$ cat src/rtl/mem_stage_pkg.sv
// Shared constants and FSM state type for the RV32I MEM stage.
package mem_stage_pkg;

  localparam logic [2:0] MEM_OP_B  = 3'b000;
  localparam logic [2:0] MEM_OP_H  = 3'b001;
  localparam logic [2:0] MEM_OP_W  = 3'b010;
  localparam logic [2:0] MEM_OP_BU = 3'b100;
  localparam logic [2:0] MEM_OP_HU = 3'b101;

  localparam logic [1:0] RESULT_LOAD = 2'b01;

  typedef enum logic {IDLE, WAIT} mem_state_t;

endpackage

$ cat src/rtl/memory_stage_align.sv
// Byte-lane steering for stores and alignment/extension of load data.
module load_store_align
  import mem_stage_pkg::*;
#(
  parameter int DATA_WIDTH = 32
) (
  input  logic [2:0]            memoryOp,
  input  logic [1:0]            addrLow,
  input  logic [DATA_WIDTH-1:0] storeData,
  input  logic [DATA_WIDTH-1:0] readWord,
  output logic [DATA_WIDTH-1:0] storeWord,
  output logic [3:0]            byteEnable,
  output logic                  misaligned,
  output logic [DATA_WIDTH-1:0] loadData
);

  logic [DATA_WIDTH-1:0] laneShifted;
  logic [7:0]            loadByte;
  logic [15:0]           loadHalf;

  assign laneShifted = readWord >> {addrLow, 3'b000};
  assign loadByte    = laneShifted[7:0];
  assign loadHalf    = laneShifted[15:0];

  always_comb begin
    storeWord  = storeData;
    byteEnable = 4'b1111;
    misaligned = (addrLow != 2'b00);
    loadData   = readWord;
    case (memoryOp)
      MEM_OP_B, MEM_OP_BU: begin
        storeWord  = {4{storeData[7:0]}};
        byteEnable = 4'b0001 << addrLow;
        misaligned = 1'b0;
        loadData   = (memoryOp == MEM_OP_B) ? {{(DATA_WIDTH-8){loadByte[7]}}, loadByte}
                                            : {{(DATA_WIDTH-8){1'b0}}, loadByte};
      end
      MEM_OP_H, MEM_OP_HU: begin
        storeWord  = {2{storeData[15:0]}};
        byteEnable = 4'b0011 << addrLow;
        misaligned = addrLow[0];
        loadData   = (memoryOp == MEM_OP_H) ? {{(DATA_WIDTH-16){loadHalf[15]}}, loadHalf}
                                            : {{(DATA_WIDTH-16){1'b0}}, loadHalf};
      end
      default: ; // undefined encodings behave as word accesses
    endcase
  end

endmodule

$ cat src/rtl/memory_stage.sv
// MEM stage: data-memory handshake FSM with timeout, stall generation and MEM/WB register.
module memory_stage
  import mem_stage_pkg::*;
#(
  parameter int DATA_WIDTH     = 32,
  parameter int ADDR_WIDTH     = 5,
  parameter int TIMEOUT_CYCLES = 16
) (
  input  logic                  clk,
  input  logic                  rst_n,
  input  logic                  RegWriteM,
  input  logic [1:0]            ResultSrcM,
  input  logic                  MemWriteM,
  input  logic [2:0]            MemoryOpM,
  input  logic [DATA_WIDTH-1:0] ALUResultM,
  input  logic [DATA_WIDTH-1:0] WriteDataM,
  input  logic [ADDR_WIDTH-1:0] RdM,
  input  logic [DATA_WIDTH-1:0] PCPlus4M,
  output logic                  mem_req,
  output logic                  mem_we,
  output logic [DATA_WIDTH-1:0] mem_addr,
  output logic [DATA_WIDTH-1:0] mem_wdata,
  output logic [3:0]            mem_be,
  input  logic                  mem_ready,
  input  logic [DATA_WIDTH-1:0] mem_rdata,
  output logic                  StallM,
  output logic                  misaligned,
  output logic                  bus_error,
  output logic                  RegWriteW,
  output logic [1:0]            ResultSrcW,
  output logic [DATA_WIDTH-1:0] ALUResultW,
  output logic [DATA_WIDTH-1:0] ReadDataW,
  output logic [ADDR_WIDTH-1:0] RdW,
  output logic [DATA_WIDTH-1:0] PCPlus4W
);

  localparam int CNT_W = $clog2(TIMEOUT_CYCLES + 1);

  mem_state_t       stateReg, stateNext;
  logic [CNT_W-1:0] waitCountReg, waitCountNext;

  logic                  isAccess;
  logic                  alignMis;
  logic [3:0]            laneBe;
  logic [DATA_WIDTH-1:0] loadData;
  logic                  memReq, stall, timeoutHit, misPulse;

  assign isAccess = (ResultSrcM == RESULT_LOAD) || MemWriteM;

  load_store_align #(.DATA_WIDTH(DATA_WIDTH)) u_align (
    .memoryOp  (MemoryOpM),
    .addrLow   (ALUResultM[1:0]),
    .storeData (WriteDataM),
    .readWord  (mem_rdata),
    .storeWord (mem_wdata),
    .byteEnable(laneBe),
    .misaligned(alignMis),
    .loadData  (loadData)
  );

  // Outputs are forced quiet while reset is held so nothing reaches the bus.
  always_comb begin
    stateNext     = stateReg;
    waitCountNext = waitCountReg;
    memReq        = 1'b0;
    stall         = 1'b0;
    timeoutHit    = 1'b0;
    misPulse      = 1'b0;
    if (rst_n) begin
      case (stateReg)
        IDLE: begin
          if (isAccess) begin
            if (alignMis) begin
              misPulse = 1'b1;
            end else begin
              memReq = 1'b1;
              if (!mem_ready) begin
                stall         = 1'b1;
                stateNext     = WAIT;
                waitCountNext = CNT_W'(1);
              end
            end
          end
        end
        WAIT: begin
          memReq = 1'b1;
          if (mem_ready) begin
            stateNext     = IDLE;
            waitCountNext = '0;
          end else if (waitCountReg >= CNT_W'(TIMEOUT_CYCLES)) begin
            timeoutHit    = 1'b1;
            stateNext     = IDLE;
            waitCountNext = '0;
          end else begin
            stall         = 1'b1;
            waitCountNext = waitCountReg + CNT_W'(1);
          end
        end
      endcase
    end
  end

  assign mem_req    = memReq;
  assign mem_we     = memReq & MemWriteM;
  assign mem_be     = memReq ? laneBe : 4'b0000;
  assign mem_addr   = {ALUResultM[DATA_WIDTH-1:2], 2'b00};
  assign StallM     = stall;
  assign misaligned = misPulse;
  assign bus_error  = timeoutHit;

  always_ff @(posedge clk or negedge rst_n) begin
    if (!rst_n) begin
      stateReg     <= IDLE;
      waitCountReg <= '0;
    end else begin
      stateReg     <= stateNext;
      waitCountReg <= waitCountNext;
    end
  end

  // A stalled cycle inserts a bubble so the held instruction retires exactly once.
  always_ff @(posedge clk or negedge rst_n) begin
    if (!rst_n) begin
      RegWriteW  <= 1'b0;
      ResultSrcW <= 2'b00;
      ALUResultW <= '0;
      ReadDataW  <= '0;
      RdW        <= '0;
      PCPlus4W   <= '0;
    end else if (stall) begin
      RegWriteW  <= 1'b0;
      ResultSrcW <= 2'b00;
    end else begin
      RegWriteW  <= RegWriteM & ~misPulse & ~timeoutHit;
      ResultSrcW <= ResultSrcM;
      ALUResultW <= ALUResultM;
      ReadDataW  <= loadData;
      RdW        <= RdM;
      PCPlus4W   <= PCPlus4M;
    end
  end

endmodule

$ cat config.mk
export PLATFORM = sky130hd
export DESIGN_NAME = memory_stage
export DESIGN_NICKNAME = d
export VERILOG_FILES = /design/src/rtl/mem_stage_pkg.sv /design/src/rtl/memory_stage_align.sv /design/src/rtl/memory_stage.sv
export SDC_FILE = /design/constraint.sdc
export NUM_CORES = 1
export LEC_CHECK = 0
export BUFFER_PORTS_ARGS = -buffer_cell sky130_fd_sc_hd__buf_2
export CAP_MARGIN = 0
export CELL_PAD_IN_SITES_DETAIL_PLACEMENT = 0
export CELL_PAD_IN_SITES_GLOBAL_PLACEMENT = 2
export CORE_UTILIZATION = 29
export CTS_BUF_LIST = sky130_fd_sc_hd__clkbuf_4 sky130_fd_sc_hd__clkbuf_8
export DETAILED_ROUTE_END_ITERATION = 7
export PLACE_DENSITY = 0.91
export SYNTH_ARGS = -nofsm -noshare
export SYNTH_HDL_FRONTEND = slang
export SYNTH_SLANG_ARGS = --single-unit
export TNS_END_PERCENT = 30
$ cat constraint.sdc
create_clock -name clk -period 4.2 [get_ports clk]
set_input_delay 0.63 -clock clk [delete_from_list [all_inputs] [get_ports clk]]
set_output_delay 0.63 -clock clk [all_outputs]
set_load 0.01 [all_outputs]
==> flow_summary.toml <==
[cts]
post_cts_buffers = 0
post_cts_resized = 0
cts_max_path_buffers = 2
htreeDepth = 3
clk_latency_ns = 0.38
cts_tree = "yes"
cts_root_buf = "clkbuf_8"
cts.sinks = 110
clkSlewWorstSetupHoldPaths_ns = 0.10
ctsHoldBuffers = 0
cts_buffers = 9

[sta]
setup_viol_count_final = 0
hold_viol = 0
max_freq_ghz = 0.3541
worst_pin_slew_ns = 0.9164
finalMaxSlewViolations = 0
relSlewSlack_pct = 37.33
fin_setup_tns_ns = 0
fin_skew_ns = 0.008905
rsz0062_at_grt = "false"
period_minus_slack_ns = 2.824
period_share_pct = 67.25

[place]
portBuffers = 317
gp_congestion = 0.7901
place_area_sq_mm = 0.007307
place_hpwl_microns = 13950

[setup_path]
cp_max_fo = 26
critical_path.slowest_cell = "buf_2"
critPathArrivalTime_ns = 2.19
cp-end-kind = "output port"
cp-start-kind = "input port"
r2r_end = "PCPlus4W[23]$_DFFE_PN0N_"
critPathKind = "input port to output port"
critPathBufInv = 4
reg2reg_slack_ns = 1.91
crit_path_cell_trace = "buf_2 -> o21a_1 -> a2111oi_4 -> buf_4 -> o21ai_2 -> clkinv_2 -> buf_2"
r2r_start = "stateReg$_DFFE_PN0P_"
cpPeakStageDelay_ns = 0.36
critPathRequiredTime_ns = 3.57
r2r_cells = 6
critPathTopFamily = "buffers and inverters"
crit_top_cell = "buf_2"
worstSetupEndpoint = "StallM"
startpoint = "ALUResultM[1]"
cp_num_cells = 7

[job]
maxCapViolCount = 0

[global_routing]
grt_pass1_vias = 4639
grt_overflow = 0
grt_pass1_wl_microns = 26470
grt_max_degree = 66
grt_usage_pct = 17.30
antenna_found_initial = 1

[final_layout]
insertedDiodeCount = 0
drive_above_1_share_pct = 50.52
final_util_pct = 38.57
design_area_sq_mm = 0.007506
fin_nets = 919
area_delta_synth_final_pct = 30.30

[floorplanning]
die_h_microns = 142.9
die_w_microns = 142.9
row_count = 51
core_sq_mm = 0.01946
boundaryPins = 320
die-area_sq_mm = 0.02043
initial_core_util_pct = 29.60

[synthesis]
yosys-top-cells-area = "dfrtp_1, mux2_1, mux2_2, buf_4, mux2i_1"
syn-instance-count = 508
synth_top_area_share_pct = 47.78
syn_area_sq_mm = 0.005761
yosysUniqueCellTypes = 48
ys_ff_latch = 110
synth_top_cell_by_area = "dfrtp_1"
yosysSeqAreaShare_pct = 47.78
synth_top_flop_cell = "dfrtp_1"
ys_warn_count = 0
synth-edff-count = 0
synth_area_per_cell_sq_um = 11.34
ys_async_sr_fraction_pct = 100.0
ys_top_cells_by_count = "dfrtp_1, mux2_1, mux2_2, buf_4, nand2_1"
yosys.cell_count.top_type = "dfrtp_1"

[detailed_routing]
drtAntennaViolNets = 0
drtIter0Drc = 338
drc = 0
drt_wl_total_microns = 17770
num_vias = 4982
dr.pass1.iters = 4
vias_per_cell = 4.786
drt-wirelength-per-cell_microns = 17.07

[pwr]
p_per_area_mw_per_mm2 = 339.6
peakVddDrop_v = 0.0001603
p_leak_nw = 3.631

[status]
outcome = "finished, final reports clean"

[min_path]
hold_path.class = "input port to asynchronous set/reset pin"
layout by cell type (no fill, tap or decap), types with 2 or more instances in the layout:
| cell | netlist | final |
|---|---|---|
| buf_2 | 7 | 316 |
| dfrtp_1 | 110 | 110 |
| mux2_1 | 45 | 45 |
| mux2_2 | 43 | 43 |
| nand2_1 | 32 | 32 |
| mux2i_1 | 24 | 24 |
| o21ai_0 | 21 | 21 |
| nor2_1 | 19 | 19 |
| a211oi_1 | 17 | 17 |
| o211ai_1 | 17 | 17 |
| a31oi_1 | 16 | 16 |
| buf_4 | 42 | 15 |
| a21oi_1 | 10 | 10 |
| clkbuf_8 | 0 | 9 |
| inv_1 | 8 | 8 |
| o2bb2ai_1 | 8 | 8 |
| a2bb2oi_1 | 7 | 7 |
| o31ai_1 | 7 | 7 |
| o22ai_1 | 7 | 7 |
| nand2b_1 | 4 | 4 |
| nor2b_1 | 4 | 4 |
| and2_1 | 3 | 3 |
| nand3_1 | 3 | 3 |
| nor3_1 | 2 | 2 |
| ha_1 | 2 | 2 |
| conb_1 | 1 | 2 |
| bufinv_16 | 0 | 2 |
| clkinvlp_4 | 0 | 2 |
routing by layer:
metal	global-route usage [%]	share of wire, %	vias up
li1	-	-	2348
met1	21.03	41	2399
met2	29.96	50	219
met3	3.856	7.4	14
met4	5.942	1.3	2
met5	0	0.045	-
registers in the layout, summed over array words and instances, names as in the netlist:
name / flops
waitCountReg: 5
ALUResultW: 32
stateReg: 1
ResultSrcW: 2
RegWriteW: 1
RdW: 5
PCPlus4W: 32
ReadDataW: 32
how the worst min path moves through the flow:
stage,start,endpoint,slack (ns),cells after the start
global placement,ALUResultW[26]$_DFFE_PN0N_,ALUResultW[26]$_DFFE_PN0N_,0.47,1
floorplan,rst_n,ALUResultW[0]$_DFFE_PN0N_,0.33,0
detailed placement,PCPlus4W[4]$_DFFE_PN0N_,PCPlus4W[4]$_DFFE_PN0N_,0.48,1
global route,rst_n,ALUResultW[1]$_DFFE_PN0N_,0.16,1
CTS,rst_n,ALUResultW[1]$_DFFE_PN0N_,0.15,1
finish,rst_n,ReadDataW[18]$_DFFE_PN0N_,0.16,1
worst register-to-register path: cells and delay by family, from the launching register on:
kind	cells	cell delay (ns)
AOI/OAI and AO/OA	2	0.39
buffers and inverters	3	0.88
DFF	1	0.51
muxes	1	0.39
power by group:
group / internal [mW] / switching [mW] / leakage (nW)
sequential: 1.16 / 0.0549 / 1.31
clock: 0.327 / 0.371 / 0.0933
combinational: 0.279 / 0.356 / 2.23
area by class of cell:
cell class              instances  area, sq um
flip-flops and latches        110         2753
fillers                      1968        11960
clock buffers                   9        123.9
clock inverters                 4        75.07
inverters                       9        35.03
well taps                     265        331.6
repair buffers                332         1714
multi-input cells             312         2474
stage by stage:
step                      std cells  setup slack, ns  hold slack [ns]  power, mW
after global placement         1028            1.306           0.4680      1.875
after CTS                      1041            1.354           0.1490      2.588
after floorplan                 509            1.622           0.3344      1.587
after global routing           1041            1.219           0.1624      2.682
final                          1041            1.376           0.1597      2.549
after detailed placement       1028            1.270           0.4754      1.883
kinds of logic (layout without fill, tap and decap cells):
kind of cell               after synthesis  count (layout)  share of synthesized area, %
AOI/OAI and AO/OA                      122             122                         14.88
DFF                                    110             110                         47.78
other                                    1               2                       0.06510
muxes                                  113             113                         21.76
and+or+nand+nor                         73              73                         5.734
buffers and inverters                   87             354                         9.339
adders and majority gates                2               2                        0.4343
Power figures use the tool's default switching activity.
